===== src/rtl/lba_update_issuer.sv =====
// Buffers host LBA requests in a small FIFO, optionally drops back-to-back
// duplicates, and issues them to the cache as spaced one-cycle update pulses.
module lba_update_issuer #(
    parameter int DEPTH      = 8,
    parameter int GAP_CYCLES = 4,
    parameter bit DEDUP      = 1'b1
) (
    input  logic                     clk_2x,
    input  logic                     rst_2x,
    input  logic                     in_lba_valid,
    output logic                     in_lba_ready,
    input  logic [31:0]              in_LBA,
    output logic [31:0]              out_LBA,
    output logic                     out_update_cache_2x,
    output logic [$clog2(DEPTH):0]   out_fifo_count,
    output logic [15:0]              out_drop_cnt
);

    localparam int AW = $clog2(DEPTH);
    localparam int CW = (GAP_CYCLES > 2) ? $clog2(GAP_CYCLES - 1) : 1;
    localparam logic [AW:0]   FULL_CNT = DEPTH[AW:0];
    localparam logic [CW-1:0] GAP_LOAD = CW'(GAP_CYCLES - 2);
    localparam logic [CW-1:0] GAP_ONE  = CW'(1);
    localparam bit            HAS_WAIT = (GAP_CYCLES > 2);

    typedef enum logic [1:0] {
        ST_IDLE  = 2'd0,
        ST_ISSUE = 2'd1,
        ST_WAIT  = 2'd2
    } state_t;

    logic [31:0]   r_mem [DEPTH];
    logic [AW-1:0] r_wr_ptr;
    logic [AW-1:0] r_rd_ptr;
    logic [AW:0]   r_count;
    logic          r_last_vld;
    logic [31:0]   r_last_lba;
    logic [15:0]   r_drop_cnt;
    logic [31:0]   r_out_lba;
    logic          r_strobe;
    logic [CW-1:0] r_gap;
    state_t        r_state;

    state_t        w_state_nxt;
    logic          w_accept;
    logic          w_drop;
    logic          w_push;
    logic          w_pop;
    logic          w_nonempty;
    logic          w_strobe_nxt;
    logic [31:0]   w_lba_nxt;
    logic [CW-1:0] w_gap_nxt;

    assign in_lba_ready        = (r_count < FULL_CNT);
    assign w_nonempty          = (r_count != '0);
    assign w_accept            = in_lba_valid && in_lba_ready;
    // Dedup compares against the last accepted beat, whether it was pushed or dropped
    assign w_drop              = w_accept && DEDUP && r_last_vld && (in_LBA == r_last_lba);
    assign w_push              = w_accept && !w_drop;
    assign out_LBA             = r_out_lba;
    assign out_update_cache_2x = r_strobe;
    assign out_fifo_count      = r_count;
    assign out_drop_cnt        = r_drop_cnt;

    // FIFO storage write port
    always_ff @(posedge clk_2x) begin
        if (w_push) begin
            r_mem[r_wr_ptr] <= in_LBA;
        end
    end

    // FIFO pointers, occupancy, dedup history and drop counter
    always_ff @(posedge clk_2x) begin
        if (rst_2x) begin
            r_wr_ptr   <= '0;
            r_rd_ptr   <= '0;
            r_count    <= '0;
            r_last_vld <= 1'b0;
            r_last_lba <= 32'h0000_0000;
            r_drop_cnt <= 16'h0000;
        end else begin
            if (w_push) begin
                r_wr_ptr <= r_wr_ptr + 1'b1;
            end
            if (w_pop) begin
                r_rd_ptr <= r_rd_ptr + 1'b1;
            end
            if (w_push && !w_pop) begin
                r_count <= r_count + 1'b1;
            end else if (w_pop && !w_push) begin
                r_count <= r_count - 1'b1;
            end
            if (w_accept) begin
                r_last_lba <= in_LBA;
                r_last_vld <= 1'b1;
            end
            if (w_drop && (r_drop_cnt != 16'hFFFF)) begin
                r_drop_cnt <= r_drop_cnt + 16'd1;
            end
        end
    end

    // Issue FSM state register
    always_ff @(posedge clk_2x) begin
        if (rst_2x) begin
            r_state <= ST_IDLE;
        end else begin
            r_state <= w_state_nxt;
        end
    end

    // Issue FSM next-state logic
    always_comb begin
        w_state_nxt = r_state;
        case (r_state)
            ST_IDLE: begin
                if (w_nonempty) w_state_nxt = ST_ISSUE;
                else            w_state_nxt = ST_IDLE;
            end
            ST_ISSUE: begin
                if (HAS_WAIT) w_state_nxt = ST_WAIT;
                else          w_state_nxt = ST_IDLE;
            end
            ST_WAIT: begin
                // Leaving at count 1 lands the next pop exactly GAP_CYCLES after the last
                if (r_gap <= GAP_ONE) w_state_nxt = ST_IDLE;
                else                  w_state_nxt = ST_WAIT;
            end
            default: w_state_nxt = ST_IDLE;
        endcase
    end

    // Issue FSM output decode: pop, strobe, LBA and gap counter next values
    always_comb begin
        w_pop        = 1'b0;
        w_strobe_nxt = 1'b0;
        w_lba_nxt    = r_out_lba;
        w_gap_nxt    = r_gap;
        case (r_state)
            ST_IDLE: begin
                if (w_nonempty) begin
                    w_pop        = 1'b1;
                    w_strobe_nxt = 1'b1;
                    w_lba_nxt    = r_mem[r_rd_ptr];
                end else begin
                    w_pop        = 1'b0;
                end
            end
            ST_ISSUE: begin
                w_gap_nxt = GAP_LOAD;
            end
            ST_WAIT: begin
                if (r_gap != '0) w_gap_nxt = r_gap - GAP_ONE;
                else             w_gap_nxt = '0;
            end
            default: begin
                w_gap_nxt = '0;
            end
        endcase
    end

    // Registered cache-facing outputs and gap counter
    always_ff @(posedge clk_2x) begin
        if (rst_2x) begin
            r_out_lba <= 32'h0000_0000;
            r_strobe  <= 1'b0;
            r_gap     <= '0;
        end else begin
            r_out_lba <= w_lba_nxt;
            r_strobe  <= w_strobe_nxt;
            r_gap     <= w_gap_nxt;
        end
    end

endmodule


===== config.mk =====
export PLATFORM = sky130hd
export DESIGN_NAME = lba_update_issuer
export DESIGN_NICKNAME = d
export VERILOG_FILES = /design/src/rtl/lba_update_issuer.sv
export SDC_FILE = /design/constraint.sdc
export NUM_CORES = 1
export LEC_CHECK = 0
export ABC_AREA = 1
export CORE_ASPECT_RATIO = 1.4
export CORE_MARGIN = 2
export CORE_UTILIZATION = 50
export DETAILED_ROUTE_END_ITERATION = 10
export GPL_ROUTABILITY_DRIVEN = 0
export PLACE_DENSITY = 0.69
export SLEW_MARGIN = 20
export SYNTH_ARGS = -nofsm -noshare
export SYNTH_HDL_FRONTEND = slang
export SYNTH_SLANG_ARGS = --single-unit

===== constraint.sdc =====
create_clock -name clk_2x -period 13.11 [get_ports clk_2x]
set_clock_uncertainty 0.1 [all_clocks]
set_input_delay 2.622 -clock clk_2x [delete_from_list [all_inputs] [get_ports clk_2x]]
set_output_delay 2.622 -clock clk_2x [all_outputs]
set_load 0.02 [all_outputs]

After elaboration in Yosys (flattened, before gate mapping). Memory sizes are Yosys's and may differ from the RTL's. A register that Yosys moved wholly into a read port is not among the register bits. Cells that the tools add are included. Widths: inputs -> output; s select.

Bits in registers: 64. RAM bits: 256. Input bits: 35. Output and inout bits: 54. Logic and storage cells: 48. Memories kept: 1.

Memories: r_mem (words 8, width 32, read ports 1, clocked after memory_dff 1, wr ports 1, RTL line 32) `logic [31:0] r_mem [DEPTH];`.

Add/sub/neg operators: 6. Order comparisons: 2. Equal/unequal tests: 4. Multiplexer cells: 11. Reductions and logical operators: 15.

Operators with widths (number): $eq 32x32->1 (1); $add 16x1->16 const B (1); $ne 16x16->1 const B (1); $pmux 2 s3 (2); $mux 4 (2); $logic_and 1x1->1 (7); $add 3x1->3 const B (2); $mux 1 (5); $add 4x1->4 const B (1); $lt 4x4->1 const B (1); $mux 2 (2); $reduce_bool 2->1 (2); $reduce_bool 4->1 (1); $sub 4x1->4 const B (1); $logic_not 1->1 (3); $eq 2x1->1 const B (1); $eq 2x2->1 const B (1); $le 2x1->1 const B (1); $logic_not 2->1 (1); $reduce_and 2->1 (1); $sub 2x1->2 const B (1).

Longest topological paths before layout.
Depth after elaboration: 10. Depth in mapped cells: 22. Gate-level depth less buffers: 22.

Least setup slack after synthesis. Ideal clock, no wire load.

Path kind: input port to flip-flop. From: input port in_LBA[18]. To: memory r_mem[6][0], enable pin. Library setup time: 461 ps. Data arrival time: 5452 ps. Path slack: 7096 ps. Stages: 11. Buffers on the path: 0. Cells stage by stage: inv_1 > nand2_1 > nand2_1 > inv_1 > nand2_1 > nor2_1 > nand2_1 > nor2_4 > nand3_4 > nand2_1 > nor3_1.

Word-level cells in the longest chain between the ends: 6.

Ends and longest elaborated chain: start, declared (RTL line 12) `input logic [31:0] in_LBA,`; $eq 32x32->1 (RTL line 58) `assign w_drop = w_accept && DEDUP && r_last_vld && (in_LBA == r_last_lba);`; $logic_and 1x1->1 (RTL line 58); $logic_not 1->1 (RTL line 59) `assign w_push = w_accept && !w_drop;`; $logic_and 1x1->1 (RTL line 59); $mux 1 (RTL line 67) `if (w_push) begin`; $mux 1 (not written as such) (RTL line 68) `r_mem[r_wr_ptr] <= in_LBA;`; end, declared (RTL line 32).

No other way between the ends.

Final worst setup path.
From: input port in_lba_valid. To: register r_count[3] (netlist: out_fifo_count[3]).

Word-level cells in the longest chain between the ends: 8. Elaborated cells between the ends (all ways): 10.

Ends and longest elaborated chain: start, declared (RTL line 10) `input logic in_lba_valid,`; $logic_and 1x1->1 (*) (RTL line 56) `assign w_accept = in_lba_valid && in_lba_ready;`; $logic_and 1x1->1 (2 in series) (RTL line 58); $logic_not 1->1 (RTL line 59); $logic_and 1x1->1 (*) (RTL line 59); net w_push (RTL line 47) `logic w_push;`; $logic_not 1->1 (RTL line 90) `end else if (w_pop && !w_push) begin`; $logic_and 1x1->1 (RTL line 90); $reduce_bool 2->1 (no source line); end signal, assigned (RTL line 89) `r_count <= r_count + 1'b1;`; end signal, assigned (RTL line 91) `r_count <= r_count - 1'b1;`; end, declared (RTL line 35) `logic [AW:0] r_count;`.

Mark *: on every way through the listed nets, which the timed path passes. The rest lies on a longest branch. A chain may end at the register's enable or synchronous reset.

==> impl_metrics.yaml <==
status:
  outcome: "finished, final reports clean"
die:
  core-area_um2: 29070
  die_w_um: 148.8
  die_y_um: 206.7
  num_rows: 74
  fp.dieArea_um2: 30750
  io_pins: 89
  initial_utilization_pct: 50.47
timing:
  fin_setup_tns_ns: 0
  grt_setup_unrepaired: "false"
  finalSetupViolations: 0
  worst_slew_pin_slew_ns: 1.033
  period_needed_ns: 5.593
  final.period_utilization_pct: 42.66
  max_slew_margin_pct: 31.11
  hold_violations: 0
  drv_slew: 0
  timing.fmax_mhz: 178.8
placement:
  dp_hpwl_mm: 18.97
  port_buffers: 88
  dp_cells: 1828
hold_path:
  min_from: "r_last_lba[4]"
  hold_class: "reg -> reg"
  holdPathEnd: "r_last_lba[4]"
  hold_path_depth: 2
setup_path:
  rrSetupSlack_ns: 9.66
  reg2reg_from: "out_fifo_count[3]"
  startpoint_type: "input port"
  crit_fanout: 64
  slowest_delay_ns: 0.52
  crit_chain: "clkdlybuf4s50_1 -> nand2_4 -> nor2_4 -> nand2_1 -> nor2_1 -> nand2_1 -> nor2_4 -> nand3_4 -> nand2_1 -> inv_1 -> ha_1 -> inv_1 -> ha_1 -> nand2_1 -> nand2_1 -> a21oi_1 -> nor2_1 -> nor2_1 -> nand2_1 -> o21ai_0 -> a21oi_1"
  reg2reg_to: "out_fifo_count[3]"
  cpMaxStageDelayCell: "clkdlybuf4s50_1"
  worst-setup-path-type: "in -> reg"
  cp.arrival_ns: 5.90
  required_ns: 13.41
  end_kind: "flip-flop"
  crit_top_cell: "nand2_1"
  reg2regPathDepth: 21
clocking:
  cts_sinks: 351
  cts.clk_slew.worst_paths_ns: 0.06
  hold_buffers: 0
  ctsResizeCount: 0
  ctsHtreeMaxLevel: 2
  insertion_delay_ns: 0.52
  cts_made_buffers: 35
  cts_root_buffer: "clkbuf_16"
  cts_tree: "built"
  cts_setup_buffers: 0
  clockBufferDepth: 3
yosys:
  ys_top_cells_by_area: "edfxtp_1 (52%), dfxtp_1 (13%), o21ai_0 (7.2%)"
  synth_area_leader_cell: "edfxtp_1"
  yosys_warnings: 0
  avgSynthCellArea_um2: 10.34
  synth_top_area_share_pct: 52.39
  ys_ff_latch: 351
  syn_area_um2: 14670
  synthCells: 1419
  syn_nets: 1464
  ys_types: 37
  seq_area_frac_synth_pct: 65.35
final_layout:
  fill_cells: 2416
  nets: 1530
  final_cells: 1891
  area_growth_syn_to_layout_pct: 16.14
  ff_latch_area_um2: 9595
  multi_input_area_um2: 4339
  layout_common_cells: "edfxtp_1 (256), o21ai_0 (211), nor2_1 (207)"
  diodes: 0
  mostFrequentLayoutCell: "edfxtp_1"
  drive_above_1_share_pct: 6.817
global_routing:
  grt_pass1_vias: 10160
  globalRoute.totalOverflow: 0
  grt_pass1_wl_mm: 53.18
  grt_max_degree: 100
  antenna_found_initial: 0
  track_usage_pct: 22.20
routing:
  wl_mm: 34.11
  viasPerCell: 5.510
  drt_iter0_drc: 773
  detail-route-antenna-nets: 0
  dr_total_vias: 10420
  wire_per_inst_um: 18.04
  drcViolationCount: 0
  first_pass_iters: 5
flow_run:
  maxCapViolCount: 0
power:
  p_leak_uw: 0.006066
  ir_drop_v: 0.0001694
  powerDensity_nw_per_um2: 185.9
==> registers in the layout (all words and copies together), names as in the netlist <==
register,cells
r_last_lba,32
r_rd_ptr,3
r_gap,2
out_drop_cnt,16
r_wr_ptr,3
r_mem,256
r_last_vld,1
r_state,2
out_LBA,32
out_fifo_count,4
==> cell type report <==
type,instances,area share (%)
Clock inverter,16,1.020
Timing Repair Buffer,103,5.829
Sequential cell,351,56.30
Multi-Input combinational cell,863,25.46
Tap cell,380,2.790
Clock buffer,47,5.704
Inverter,131,2.893
==> critical path, delay by kind of cell <==
| kind | cells | cell delay (ns) |
|---|---|---|
| simple gates | 13 | 1.74 |
| buf+inv | 3 | 0.71 |
| fa+ha+maj | 2 | 0.47 |
| compound gates | 3 | 0.36 |
==> cells in the mapped netlist, drive strengths merged <==
| master | instances |
|---|---|
| edfxtp | 256 |
| o21ai | 231 |
| nor2 | 216 |
| nand2 | 190 |
| inv | 130 |
| dfxtp | 95 |
| a21oi | 72 |
| clkbuf | 52 |
| o22ai | 34 |
| o221ai | 32 |
| nand3 | 30 |
| buf | 22 |
| nand4 | 20 |
| xnor2 | 10 |
| ha | 9 |
| nor3 | 6 |
| a31oi | 3 |
| xor2 | 3 |
| and2 | 2 |
| nand3b | 2 |
| a211oi | 1 |
| clkinv | 1 |
| fa | 1 |
| o211ai | 1 |
==> worst max-delay path by stage <==
stage | startpoint | to | slack [ns] | depth (start not counted)
6_report | in_lba_valid | out_fifo_count[3] | 7.52 | 21
5_1_grt | in_lba_valid | out_fifo_count[3] | 7.22 | 21
4_1_cts | in_lba_valid | out_fifo_count[3] | 7.55 | 21
3_5_place_dp | in_lba_valid | out_fifo_count[3] | 7.01 | 21
3_3_place_gp | in_lba_valid | out_fifo_count[3] | 7.04 | 21
2_1_floorplan | in_LBA[18] | r_mem[6][0] | 7.10 | 11
==> cells by family after synthesis <==
group                    after synthesis  share of synthesized area, %
flip-flops                           351                         65.35
adder cells (fa/ha/maj)               10                        0.9038
buffers and inverters                205                         5.576
AO/OA/AOI/OAI                        374                         13.92
AND/OR/NAND/NOR                      466                         13.47
XOR/XNOR                              13                        0.7759
==> metal layers <==
| metal | share of wire, % | GRT usage (%) | vias to the layer above |
|---|---|---|---|
| met5 | 0 | 0 | - |
| met4 | 2.2 | 6.803 | 0 |
| met3 | 4.4 | 3.077 | 50 |
| met2 | 51 | 40.53 | 255 |
| met1 | 42 | 27.38 | 5049 |
| li1 | - | - | 5066 |
==> through the flow <==
step / util [%] / cell area [um2] / worst slack (ns) / power, uW / hold slack (ns)
after floorplan: - / 14670 / 7.096 / 1911 / 0.3368
after global placement: 54.66 / 15890 / 7.038 / 2168 / 0.3531
after detailed placement: 54.66 / 15890 / 7.012 / 2193 / 0.3618
after CTS: 58.60 / 17040 / 7.554 / 3189 / 0.3713
after global routing: 58.62 / 17040 / 7.225 / 3327 / 0.3931
final: 58.62 / 17040 / 7.517 / 3168 / 0.3711
==> power by group <==
part	switching, uW	total, uW	internal (uW)
combinational	535	801	266
clock	414	999	585
sequential	66.3	1370	1300
(Power assumes the default switching activity.)
